<file path="src/rtl/counter_locator.sv">
// Counter locator: for a requested facing direction, reports whether the penguin touches
// that wall's counter row and, if so, the centre of the nearest counter tile.
module counter_locator #(
  parameter int COORD_W   = 10,
  parameter int TILE      = 40,
  parameter int RIGHT_TH  = 540,
  parameter int RIGHT_CTR = 580,
  parameter int LEFT_TH   = 100,
  parameter int LEFT_CTR  = 60,
  parameter int TOP_TH    = 100,
  parameter int TOP_CTR   = 60,
  parameter int BOT_TH    = 380,
  parameter int BOT_CTR   = 420,
  parameter int Y_LO      = 140,
  parameter int Y_LO_CTR  = 140,
  parameter int Y_HI      = 300,
  parameter int Y_HI_CTR  = 340,
  parameter int X_LO      = 140,
  parameter int X_LO_CTR  = 140,
  parameter int X_HI      = 500,
  parameter int X_HI_CTR  = 540
) (
  input  logic               Clk,
  input  logic               Reset,
  input  logic               start,
  input  logic [1:0]         dir,
  input  logic [COORD_W-1:0] penguinX,
  input  logic [COORD_W-1:0] penguinY,
  output logic               ready,
  output logic               valid,
  output logic               touchingFlag,
  output logic [COORD_W-1:0] nearestCounterX,
  output logic [COORD_W-1:0] nearestCounterY
);

  // state  | meaning
  // IDLE   | waiting for start, ready=1
  // CHECK  | wall test, clamp or load remainder
  // DIVIDE | repeated subtraction of TILE, snap on exit
  // DONE   | one-cycle valid strobe
  typedef enum logic [1:0] {S_IDLE, S_CHECK, S_DIVIDE, S_DONE} state_t;

  localparam logic [COORD_W-1:0] P_TILE      = COORD_W'(TILE);
  localparam logic [COORD_W-1:0] P_HALF      = COORD_W'(TILE / 2);
  localparam logic [COORD_W-1:0] P_RIGHT_TH  = COORD_W'(RIGHT_TH);
  localparam logic [COORD_W-1:0] P_RIGHT_CTR = COORD_W'(RIGHT_CTR);
  localparam logic [COORD_W-1:0] P_LEFT_TH   = COORD_W'(LEFT_TH);
  localparam logic [COORD_W-1:0] P_LEFT_CTR  = COORD_W'(LEFT_CTR);
  localparam logic [COORD_W-1:0] P_TOP_TH    = COORD_W'(TOP_TH);
  localparam logic [COORD_W-1:0] P_TOP_CTR   = COORD_W'(TOP_CTR);
  localparam logic [COORD_W-1:0] P_BOT_TH    = COORD_W'(BOT_TH);
  localparam logic [COORD_W-1:0] P_BOT_CTR   = COORD_W'(BOT_CTR);
  localparam logic [COORD_W-1:0] P_Y_LO      = COORD_W'(Y_LO);
  localparam logic [COORD_W-1:0] P_Y_LO_CTR  = COORD_W'(Y_LO_CTR);
  localparam logic [COORD_W-1:0] P_Y_HI      = COORD_W'(Y_HI);
  localparam logic [COORD_W-1:0] P_Y_HI_CTR  = COORD_W'(Y_HI_CTR);
  localparam logic [COORD_W-1:0] P_X_LO      = COORD_W'(X_LO);
  localparam logic [COORD_W-1:0] P_X_LO_CTR  = COORD_W'(X_LO_CTR);
  localparam logic [COORD_W-1:0] P_X_HI      = COORD_W'(X_HI);
  localparam logic [COORD_W-1:0] P_X_HI_CTR  = COORD_W'(X_HI_CTR);

  state_t               r_state, w_next;
  logic [1:0]           r_dir;
  logic [COORD_W-1:0]   r_x, r_y, r_c, r_rem;
  logic                 r_flag;
  logic [COORD_W-1:0]   r_cx, r_cy;

  logic                 w_wall_is_x;
  logic                 w_touch;
  logic [COORD_W-1:0]   w_wall_ctr;
  logic [COORD_W-1:0]   w_c;
  logic [COORD_W-1:0]   w_lo, w_lo_ctr, w_hi, w_hi_ctr;
  logic                 w_clamp_lo, w_clamp_hi;
  logic                 w_rem_ge;
  logic [COORD_W-1:0]   w_snap;

  // Right/left walls are X walls, so their perpendicular axis is Y.
  assign w_wall_is_x = ~r_dir[1];

  always_comb begin
    w_touch    = 1'b0;
    w_wall_ctr = '0;
    case (r_dir)
      2'd0:    begin w_touch = (r_x >= P_RIGHT_TH); w_wall_ctr = P_RIGHT_CTR; end
      2'd1:    begin w_touch = (r_x <= P_LEFT_TH);  w_wall_ctr = P_LEFT_CTR;  end
      2'd2:    begin w_touch = (r_y <= P_TOP_TH);   w_wall_ctr = P_TOP_CTR;   end
      2'd3:    begin w_touch = (r_y >= P_BOT_TH);   w_wall_ctr = P_BOT_CTR;   end
      default: begin w_touch = 1'b0;                w_wall_ctr = '0;          end
    endcase
  end

  assign w_c        = w_wall_is_x ? r_y : r_x;
  assign w_lo       = w_wall_is_x ? P_Y_LO     : P_X_LO;
  assign w_lo_ctr   = w_wall_is_x ? P_Y_LO_CTR : P_X_LO_CTR;
  assign w_hi       = w_wall_is_x ? P_Y_HI     : P_X_HI;
  assign w_hi_ctr   = w_wall_is_x ? P_Y_HI_CTR : P_X_HI_CTR;
  assign w_clamp_lo = (w_c < w_lo);
  assign w_clamp_hi = (w_c >= w_hi);

  assign w_rem_ge = (r_rem >= P_TILE);
  assign w_snap   = (r_rem != '0) ? (r_c - r_rem + P_HALF) : (r_c - P_HALF);

  always_ff @(posedge Clk or posedge Reset) begin
    if (Reset) r_state <= S_IDLE;
    else       r_state <= w_next;
  end

  always_comb begin
    w_next = r_state;
    case (r_state)
      S_IDLE:   if (start) w_next = S_CHECK;
      S_CHECK:  w_next = (w_touch && !w_clamp_lo && !w_clamp_hi) ? S_DIVIDE : S_DONE;
      S_DIVIDE: if (!w_rem_ge) w_next = S_DONE;
      S_DONE:   w_next = S_IDLE;
      default:  w_next = S_IDLE;
    endcase
  end

  always_ff @(posedge Clk or posedge Reset) begin
    if (Reset) begin
      r_dir  <= '0;
      r_x    <= '0;
      r_y    <= '0;
      r_c    <= '0;
      r_rem  <= '0;
      r_flag <= 1'b0;
      r_cx   <= '0;
      r_cy   <= '0;
    end else begin
      case (r_state)
        S_IDLE: begin
          if (start) begin
            r_dir <= dir;
            r_x   <= penguinX;
            r_y   <= penguinY;
          end
        end
        S_CHECK: begin
          if (!w_touch) begin
            r_flag <= 1'b0;
            r_cx   <= '0;
            r_cy   <= '0;
          end else if (w_clamp_lo || w_clamp_hi) begin
            r_flag <= 1'b1;
            r_cx   <= w_wall_is_x ? w_wall_ctr : (w_clamp_lo ? w_lo_ctr : w_hi_ctr);
            r_cy   <= w_wall_is_x ? (w_clamp_lo ? w_lo_ctr : w_hi_ctr) : w_wall_ctr;
          end else begin
            r_c   <= w_c;
            r_rem <= w_c;
          end
        end
        S_DIVIDE: begin
          if (w_rem_ge) begin
            r_rem <= r_rem - P_TILE;
          end else begin
            r_flag <= 1'b1;
            r_cx   <= w_wall_is_x ? w_wall_ctr : w_snap;
            r_cy   <= w_wall_is_x ? w_snap : w_wall_ctr;
          end
        end
        default: ;
      endcase
    end
  end

  assign ready           = (r_state == S_IDLE);
  assign valid           = (r_state == S_DONE);
  assign touchingFlag    = r_flag;
  assign nearestCounterX = r_cx;
  assign nearestCounterY = r_cy;

endmodule

</file>
<file path="config.mk">
export PLATFORM = sky130hd
export DESIGN_NAME = counter_locator
export DESIGN_NICKNAME = d
export VERILOG_FILES = /design/src/rtl/counter_locator.sv
export SDC_FILE = /design/constraint.sdc
export NUM_CORES = 1
export LEC_CHECK = 0
export CAP_MARGIN = 25
export CORE_ASPECT_RATIO = 1.4
export CORE_MARGIN = 3
export CORE_UTILIZATION = 57
export CTS_BUF_LIST = sky130_fd_sc_hd__clkbuf_8 sky130_fd_sc_hd__clkbuf_16
export DETAILED_ROUTE_END_ITERATION = 12
export PLACE_DENSITY = 0.8
export SYNTH_ARGS = -nofsm -noshare
export SYNTH_HDL_FRONTEND = slang
export SYNTH_SLANG_ARGS = --single-unit
</file>
<file path="constraint.sdc">
create_clock -name Clk -period 3.7 [get_ports Clk]
set_input_delay 0.74 -clock Clk [delete_from_list [all_inputs] [get_ports Clk]]
set_output_delay 0.74 -clock Clk [all_outputs]
set_load 0.02 [all_outputs]
</file>
==> out/qor.yml <==
min_path:
  hp-class: "register to register"
  hold_start: "nearestCounterX[5]"
critical_path:
  r2r_start: "r_dir[1]"
  critPathBufInv: 1
  endpoint_kind: "register"
  cp.required_ps: 3950
  crit_path_frequent_cell: "nand2_1"
  slowest_delay_ps: 640
  startpoint: "r_dir[1]"
  crit_type: "register to register"
  path_max_fanout: 15
  worstSetupStartpointType: "register"
  cp_slowest_cell: "dfrtp_1"
  crit_chain: "mux2_2 -> ha_1 -> nand2_1 -> nor4b_4 -> o311ai_4 -> o2111ai_1 -> o221ai_2 -> buf_4 -> nand2_1 -> o31ai_1"
  arrival_ps: 3420
  crit_family: "compound AO/OA/AOI/OAI gates"
synthesis:
  yosys.area_share.simple_pct: 12.7
  synthXorXnorAreaFrac_pct: 2.15
  ys_seq_area_share_pct: 39.9
  netlist_area_sq_um: 4070
  synthFlopType: "dfrtp_1"
  synth_top_family_by_area: "compound AO/OA/AOI/OAI gates"
  synthAdderAreaFrac_pct: 8.79
  synth-edff-count: 0
  synth.area.mux_share_pct: 11.9
  syn_inst: 412
  syn_avg_cell_area_sq_um: 9.89
  async_flop_share_pct: 100
  synth-compound-area-share_pct: 19.9
  synth_cell_type_count: 60
  synth.yosys.warnings: 0
  ys_seq_elements: 65
  synth_nets: 465
floorplan:
  fp.dieW_um: 77.4
  die_h_um: 106
  initial_core_util_pct: 60.4
  fp.dieArea_sq_um: 8210
  coreArea_sq_um: 6740
  rows: 35
  num_io_pins: 48
clock_tree:
  clockBufferDepth: 2
  clock_latency_ps: 350
  cts_buffers: 9
  clock_sinks: 65
  cts_root_buffer: "clkbuf_8"
  h-tree-depth: 3
  clkTransAtPathRegs_ps: 90
  cts_tree: "built"
  cts_hold_buf: 0
  cts_setup_buffers: 0
  cts_resized: 0
route:
  wl_per_cell_um: 17.4
  drc: 0
  dr.pass1.iters: 5
  ant_nets: 0
  drt_iter0_markers: 217
  avgViaCountPerCell: 6.21
  vias: 3459
  wl_um: 9710
cells_and_area:
  antenna_cells: 0
  final_nets: 513
  final_common_cell: "dfrtp_1"
  mostFrequentLayoutCells: "dfrtp_1, clkdlybuf4s50_1, nand2_1"
  area_delta_synth_final_pct: 18.3
  layout-drive-gt1-share_pct: 15.7
global_routing:
  grt_overflow: 0
  grt_antenna_before_repair: 0
  grt_max_degree: 66
  grt_use_total_pct: 24.6
  grt_pass1_wl_um: 16000
  grt_pass1_vias: 3320
sta:
  hold_viol_final: 0
  skew_ps: 18.1
  setup_viol: 0
  post-route-period-util_pct: 85.6
  fin_tns_setup_ps: 0
  fmax_mhz: 316
  maxSlewHeadroom_pct: 34.6
  worst_pin_slew_ps: 982
  rsz0062_at_grt: "no"
  slew_violations: 0
  fin_crit_ps: 3170
place:
  dp_hpwl_um: 7330
  gp_congestion: 0.862
  port_buffers: 47
run:
  drv_cap: 0
status:
  status: "finished clean"
-- flip-flops by register name, indices dropped and copies added, names as in the netlist --
register,count
r_c,10
touchingFlag,1
nearestCounterY,10
r_dir,2
r_x,10
r_rem,10
r_state,2
nearestCounterX,10
r_y,10
-- per-stage QoR --
step	utilization, %	instances	hold WS (ps)	worst slack [ps]	instance area [sq um]
after floorplan	-	412	463	665	4070
after global placement	68.5	541	464	738	4620
after detailed placement	68.5	541	477	620	4620
after CTS	71.5	557	495	592	4820
after global routing	71.5	557	513	367	4820
final	71.5	557	491	534	4820
-- worst paths after layout --
path / to / slack [ps] / depth (start not counted)
worst max register to register: nearestCounterX[2] / 530 / 10
worst max-delay path: nearestCounterX[2] / 530 / 10
worst min register to register: nearestCounterX[5] / 490 / 2
max in group asynchronous: r_rem[3] / 2230 / 3
min in group asynchronous: r_x[2] / 940 / 3
worst min-delay path: nearestCounterX[5] / 490 / 2
-- logic make-up (layout without fill, tap and decap cells) --
logic type	Yosys count	in the layout
buffers and inverters	43	96
XOR/XNOR	10	10
AND/OR/NAND/NOR	104	104
AO/OA/AOI/OAI	119	119
multiplexers	43	43
adder cells (fa/ha/maj)	28	28
flip-flops	65	65
-- Yosys cell counts, types with 5 or more instances --
master / n / area, sq um
xnor2_1: 5 / 43.8
ha_1: 27 / 338
mux2_2: 36 / 405
nor2_1: 23 / 86.3
a211oi_1: 6 / 45.0
or3_1: 5 / 31.3
dfrtp_1: 65 / 1630
mux2i_1: 5 / 50.1
a21oi_1: 29 / 145
nand2_1: 39 / 146
xor2_1: 5 / 43.8
o31ai_1: 13 / 97.6
a21o_1: 5 / 37.5
nand3_1: 7 / 35.0
nor4_1: 6 / 37.5
o21ai_0: 24 / 120
clkbuf_1: 8 / 30.0
nor3_1: 7 / 35.0
inv_1: 25 / 93.8
-- worst reg2reg max path: stages, from the launching register on --
cell and delay [ps]:
dfrtp_1 640, mux2_2 420, ha_1 300, nand2_1 110
nor4b_4 60, o311ai_4 280, o2111ai_1 210, o221ai_2 590
buf_4 310, nand2_1 80, o31ai_1 80
-- final cells by class --
class,instances,area [sq um]
Clock buffer,9,124
Clock inverter,7,77.6
Fill cell,556,1920
Inverter,26,97.6
Multi-Input combinational cell,304,2260
Sequential cell,65,1630
Tap cell,92,115
Timing Repair Buffer,54,523
-- routing by layer --
metal / share of wire (%) / wire length [um] / vias up / global-route usage, %
met5: 0 / 0 / - / 0
met4: 3.4 / 328 / 0 / 10.8
met3: 4.5 / 434 / 27 / 3.90
met2: 52 / 5060 / 132 / 43.5
met1: 40 / 3890 / 1699 / 29.4
li1: - / - / 1601 / -
Power is left out: the tool's default activity adds up to more than one toggle a clock period on the data nets, which glitch-free logic cannot reach.
